$ cat src/rtl/ysyx_220053_pkg.sv
// Shared types and constants for the ysyx_220053 instruction fetch unit.
package ysyx_220053_pkg;

  localparam logic [63:0] IFU_RESET_PC = 64'h8000_0000;

  localparam logic [1:0] FAULT_NONE     = 2'b00;
  localparam logic [1:0] FAULT_ACCESS   = 2'b01;
  localparam logic [1:0] FAULT_MISALIGN = 2'b10;

  typedef enum logic [2:0] {
    ST_REQ   = 3'd0,
    ST_WAIT  = 3'd1,
    ST_VALID = 3'd2,
    ST_HALT  = 3'd3,
    ST_FAULT = 3'd4
  } ifu_state_t;

endpackage

$ cat src/rtl/ysyx_220053_ifu.sv
// Instruction fetch unit: owns the PC, fetches one instruction at a time over a
// 64-bit imem port and hands it to decode on a valid/ready handshake.
module ysyx_220053_ifu
  import ysyx_220053_pkg::*;
#(
  parameter logic [63:0] RESET_PC = IFU_RESET_PC,
  parameter int unsigned CNT_W    = 64
) (
  input  logic             clk,
  input  logic             rst,
  output logic             imem_req_valid,
  input  logic             imem_req_ready,
  output logic [63:0]      imem_addr,
  input  logic             imem_rvalid,
  input  logic [63:0]      imem_rdata,
  input  logic             imem_rerr,
  output logic             instr_valid,
  input  logic             instr_ready,
  output logic [31:0]      instr_o,
  output logic [63:0]      pc_o,
  input  logic [63:0]      dnpc_i,
  input  logic             halt_i,
  output logic             fetch_fault,
  output logic [1:0]       fault_cause,
  output logic [CNT_W-1:0] fetch_cnt
);

  ifu_state_t       state_q, state_d;
  logic [63:0]      pc_q, pc_d;
  logic [31:0]      instr_q, instr_d;
  logic [CNT_W-1:0] cnt_q, cnt_d;
  logic [1:0]       cause_q, cause_d;
  logic             req_valid_q, instr_valid_q, fault_q;

  // Next-state and datapath updates.
  always_comb begin
    state_d = state_q;
    pc_d    = pc_q;
    instr_d = instr_q;
    cnt_d   = cnt_q;
    cause_d = cause_q;
    case (state_q)
      ST_REQ: begin
        if (imem_req_ready) state_d = ST_WAIT;
      end
      ST_WAIT: begin
        if (imem_rvalid) begin
          if (imem_rerr) begin
            state_d = ST_FAULT;
            cause_d = FAULT_ACCESS;
          end else begin
            instr_d = pc_q[2] ? imem_rdata[63:32] : imem_rdata[31:0];
            state_d = ST_VALID;
          end
        end
      end
      ST_VALID: begin
        if (instr_ready) begin
          pc_d  = dnpc_i;
          cnt_d = cnt_q + CNT_W'(1);
          // Halt wins over a misaligned target.
          if (halt_i) begin
            state_d = ST_HALT;
          end else if (dnpc_i[1:0] != 2'b00) begin
            state_d = ST_FAULT;
            cause_d = FAULT_MISALIGN;
          end else begin
            state_d = ST_REQ;
          end
        end
      end
      default: state_d = state_q;
    endcase
  end

  // Handshake/flag outputs are registered from the next state so they track state_q.
  always_ff @(posedge clk or posedge rst) begin
    if (rst) begin
      state_q       <= ST_REQ;
      pc_q          <= RESET_PC;
      instr_q       <= 32'd0;
      cnt_q         <= '0;
      cause_q       <= FAULT_NONE;
      req_valid_q   <= 1'b1;
      instr_valid_q <= 1'b0;
      fault_q       <= 1'b0;
    end else begin
      state_q       <= state_d;
      pc_q          <= pc_d;
      instr_q       <= instr_d;
      cnt_q         <= cnt_d;
      cause_q       <= cause_d;
      req_valid_q   <= (state_d == ST_REQ);
      instr_valid_q <= (state_d == ST_VALID);
      fault_q       <= (state_d == ST_FAULT);
    end
  end

  assign imem_req_valid = req_valid_q;
  assign imem_addr      = {pc_q[63:3], 3'b000};
  assign instr_valid    = instr_valid_q;
  assign instr_o        = instr_q;
  assign pc_o           = pc_q;
  assign fetch_fault    = fault_q;
  assign fault_cause    = cause_q;
  assign fetch_cnt      = cnt_q;

endmodule

$ cat config.mk
export PLATFORM = sky130hd
export DESIGN_NAME = ysyx_220053_ifu
export DESIGN_NICKNAME = d
export VERILOG_FILES = /design/src/rtl/ysyx_220053_pkg.sv /design/src/rtl/ysyx_220053_ifu.sv
export SDC_FILE = /design/constraint.sdc
export NUM_CORES = 1
export LEC_CHECK = 0
export ABC_AREA = 1
export BUFFER_PORTS_ARGS = -buffer_cell sky130_fd_sc_hd__buf_2
export CORE_ASPECT_RATIO = 0.6
export CORE_MARGIN = 1.5
export CORE_UTILIZATION = 27
export CTS_BUF_LIST = sky130_fd_sc_hd__clkbuf_4 sky130_fd_sc_hd__clkbuf_8
export CTS_CLUSTER_DIAMETER = 30
export DETAILED_ROUTE_END_ITERATION = 6
export PLACE_DENSITY = 0.6
export SYNTH_ARGS = -nofsm -noshare
export SYNTH_HDL_FRONTEND = slang
export SYNTH_SLANG_ARGS = --single-unit
$ cat constraint.sdc
create_clock -name clk -period 6.7 [get_ports clk]
set_clock_uncertainty 0.05 [all_clocks]
set_input_delay 0.335 -clock clk [delete_from_list [all_inputs] [get_ports clk]]
set_output_delay 0.335 -clock clk [all_outputs]
set_load 0.02 [all_outputs]
Word-level counts from Yosys, hierarchy flattened --
Cells that the tools add are included.
Storage, ports and cells: register bits after elaboration 168, bits of input ports 135, output and inout bits 229, logic and storage cells 40
Cells by class: add/subtract/negate cells 1, eq/ne operators 9, mux-type cells 14, bitwise operators 1, reduce and logical (&&, ||, !) cells 7
Operator list (count):
- 64-bit by 1-bit adder with 64-bit output (second input constant) | 1
- 32-bit two-way mux | 1
- 3-bit two-way mux | 6
- 2-bit two-way mux | 5
- 2-bit != test (second input constant) | 5
- 3-bit one-hot mux with 3 select lines | 1
- 3-bit by 2-bit == test with 1-bit output (second input constant) | 2
- 3-bit logical NOT | 2
- 6-bit AND reduction | 1
- 2-bit one-hot mux with 2 select lines | 1
- 2-bit nonzero test | 2
- 3-bit by 1-bit == test with 1-bit output (second input constant) | 1
- 3-bit == test (second input constant) | 1
- 3-bit AND reduction | 1
- 2-bit AND reduction | 1
- 1-bit NOT | 1

Depth between registers and ports, before layout --
depth in word-level cells 6, gate-level depth with buffers 10, gate-level depth less buffers 10

Worst setup path before layout --
Ideal clock, no wire load.
path kind register -> register, start reg cnt_q[1] (netlist: fetch_cnt[1]), end reg cnt_q[36] (netlist: fetch_cnt[36]), library setup time 0.130 ns, arrival 1.509 ns, required time 6.520 ns, path slack 5.010 ns, stages on the path, launching flop included 8, buffers on the path 0, clock period less this slack 1.690 ns, path through dfrtp_1 ha_1 inv_1 nor2_1 nand3_1 nor3_1 nand2_1 xnor2_1
Between the ends: cells in the longest elaborated chain, start to end 1
RTL lines:
- from (decl) | RTL line ysyx_220053_ifu.sv:31 | logic [CNT_W-1:0] cnt_q, cnt_d;
- from (signal assigned) | RTL line ysyx_220053_ifu.sv:91 | cnt_q <= cnt_d;
- 64-bit by 1-bit adder with 64-bit output | RTL line ysyx_220053_ifu.sv:60 | cnt_d = cnt_q + CNT_W'(1);
No other way between the ends. A chain may end at the register's enable or synchronous reset.

Worst setup path in the final report --
start reg state_q[0], end reg cnt_q[30] (netlist: fetch_cnt[30])
Between the ends: cells in the longest elaborated chain, start to end 2
RTL lines:
- from (decl) | RTL line ysyx_220053_ifu.sv:28 | ifu_state_t state_q, state_d;
- from (signal assigned) | RTL line ysyx_220053_ifu.sv:88 | state_q <= state_d;
- 3-bit by 2-bit == test with 1-bit output | RTL line ysyx_220053_ifu.sv:42 | case (state_q)
- 2-bit AND reduction (no line)
No other way between the ends.

==> out/qor.csv <==
metric,value,unit
root_buffer,clkbuf_8,
cp-end-kind,flop,
syn-cell-area,8450,sq um
rsz0062_at_grt,false,
hold_viol_final,0,
wl_met1,13100,um
fin_nets,1593,
routabilityCongestion,0.962,
relSlewSlack,31.1,%
yosysUniqueCellTypes,30,
cp-start-kind,flop,
hold_class,primary input to flop,
clock_sinks,168,
htree_num_levels,4,
die_y,140,um
syn_inst,1088,
cts_buffer_depth,2,
firstDrtPassIters,5,
io_buffers,360,
hpwl,20700,um
syn_to_final_growth,34.4,%
r2r_cells,9,
grt_pass1_wl,44100,um
cp_slowest_cell,buf_4,
initial_core_util,27.9,%
p_per_area,164,nW/um^2
synth-simple-area-share,33.3,%
leakagePower,6.33,nW
ios,364,
max_cap_viol_count,0,
synthXorXnorAreaFrac,3.73,%
synth_top_family_by_area,simple AND/OR/NAND/NOR gates,
drc,0,
ant_nets,0,
totalWireLength,28000,um
tightest_slew,1.03,ns
crit_arrival,2.82,ns
postCtsHoldBufs,75,
antenna_cells,0,
grt_pass1_vias,7941,
dieArea,32400,sq um
top_layer,met4,
wire_per_inst,14.9,um
holdWs,0.0569,ns
min_period,2.51,ns
via_count,8247,
ys_warn_count,0,
final_cell_mix,"nand2_1 (446), buf_2 (360), dfrtp_1 (166), nor2_1 (146), dlygate4sd3_1 (75)",
rows,49,
overflow,0,
path_class,flop to flop,
clock_latency,0.48,ns
syn_avg_cell_area,7.77,sq um
place_area,10200,sq um
timing.hold.worst_path_depth,3,
crit_path_cell_trace,"nor2_2, nand3_4, inv_2, buf_4, nand2_1, nor2_2, nand2_1, xor2_1, inv_1",
worstPathRequired,7.00,ns
setup_violations,0,
final_cell_area,11400,sq um
slowest_delay,0.57,ns
tns,0,ns
die_w,231,um
viasPerCell,4.39,
ir_drop,0.114,mV
core,30300,sq um
ys_seq_elements,168,
slew_viol_final,0,
first_iter_violations,586,
grt_usage,17.5,%
antenna_found_initial,0,
status,"finished, final reports clean",
clk_pin_slew,0.10,ns
crit_fanout,52,
numCtsBuffers,17,
layout.cells.most_common,nand2_1,
cts_tree,done,
synth_compound_area_share,2.84,%
wl_met3,2090,um
cts_setup_buffers,0,
drive_gt1_share,28.7,%
cts_repair_resize_count,0,
grt_max_degree,74,
synth_mux_area_share,0,%
dr_wl_met2,12300,um
fmaxAchievable,0.398,GHz
synthAdderAreaFrac,0.148,%
period_share,37.5,%
ys_seq_area_share,49.8,%
-- worst max-delay path: cells and delay by family (launching register included) --
family | cells | cell delay, ns
DFF | 1 | 0.43
and+or+nand+nor | 5 | 0.78
xor gates and xnor gates | 1 | 0.17
buffers and inverters | 3 | 0.95
-- stage by stage --
stage,util (%),total power [mW],std cells,setup slack (ns)
2_1_floorplan,-,1.06,1090,1.77
3_3_place_gp,33.7,1.11,1771,4.24
3_5_place_dp,33.7,1.11,1771,4.19
4_1_cts,37.4,1.90,1878,4.17
5_1_grt,37.4,1.96,1878,3.93
6_report,37.4,1.86,1878,4.19
-- final timing paths --
kind,slack (ns),start,to
worst max-delay path,4.19,state_q[0],fetch_cnt[30]
worst min-delay path,0.06,imem_rdata[44],instr_o[12]
worst max register to register,4.19,state_q[0],fetch_cnt[30]
worst min register to register,0.43,pc_o[31],pc_o[31]
max in group asynchronous,5.02,rst,fetch_cnt[7]
min in group asynchronous,0.37,rst,pc_o[26]
-- logic make-up after synthesis --
family | Yosys count
and+or+nand+nor | 682
AOI/OAI and AO/OA | 40
adders and majority gates | 1
DFF | 168
other | 1
buffers and inverters | 160
xor gates and xnor gates | 36
-- per-layer routing --
layer | vias up | GRT usage [%]
met3 | 26 | 4.93
li1 | 4045 | -
met2 | 319 | 26.4
met1 | 3857 | 24.5
met5 | - | 0
met4 | 0 | 4.71
-- registers in the layout, summed over array words and instances (netlist names) --
register	cells
pc_o	64
instr_valid	1
instr_o	32
state_q	3
imem_req_valid	1
fetch_fault	1
fault_cause	2
fetch_cnt	64
-- Yosys cell counts --
| master | count | area share (%) |
|---|---|---|
| o21ai_1 | 2 | 0.12 |
| buf_2 | 7 | 0.41 |
| clkbuf_1 | 19 | 0.84 |
| nand3_2 | 2 | 0.24 |
| nor2_2 | 7 | 0.52 |
| nand2_2 | 2 | 0.15 |
| dfstp_2 | 2 | 0.62 |
| nand2_4 | 1 | 0.13 |
| buf_4 | 64 | 5.7 |
| inv_1 | 64 | 2.8 |
| dfrtp_1 | 166 | 49 |
| nand3b_1 | 12 | 1.1 |
| nor2_8 | 1 | 0.24 |
| xnor2_1 | 22 | 2.3 |
| nand3_4 | 1 | 0.21 |
| nor3_1 | 6 | 0.36 |
| xor2_1 | 14 | 1.5 |
| buf_1 | 1 | 0.044 |
| nor2_1 | 146 | 6.5 |
| inv_2 | 4 | 0.18 |
| a31oi_1 | 32 | 2.4 |
| o21ai_0 | 6 | 0.36 |
| nand4_1 | 26 | 1.9 |
| ha_1 | 1 | 0.15 |
| conb_1 | 1 | 0.044 |
| nand2_1 | 446 | 20 |
| nand3_1 | 26 | 1.5 |
| buf_6 | 1 | 0.13 |
| nor2_4 | 4 | 0.53 |
| and2_1 | 2 | 0.15 |
-- report_power, final --
part / internal, mW / switching [mW]
Clock: 0.313 / 0.427
Combinational: 0.0594 / 0.0460
Sequential: 1.01 / 0.000928
Total: 1.39 / 0.474
-- area by class of cell --
cell class,instances,area (sq um)
inverters,68,260
repair buffers,440,2590
clock inverters,14,140
multi-input cells,762,3400
well taps,408,510
clock buffers,18,248
flip-flops and latches,168,4210
fillers,3166,19000
Note: power is estimated with default switching activity, not from simulation.
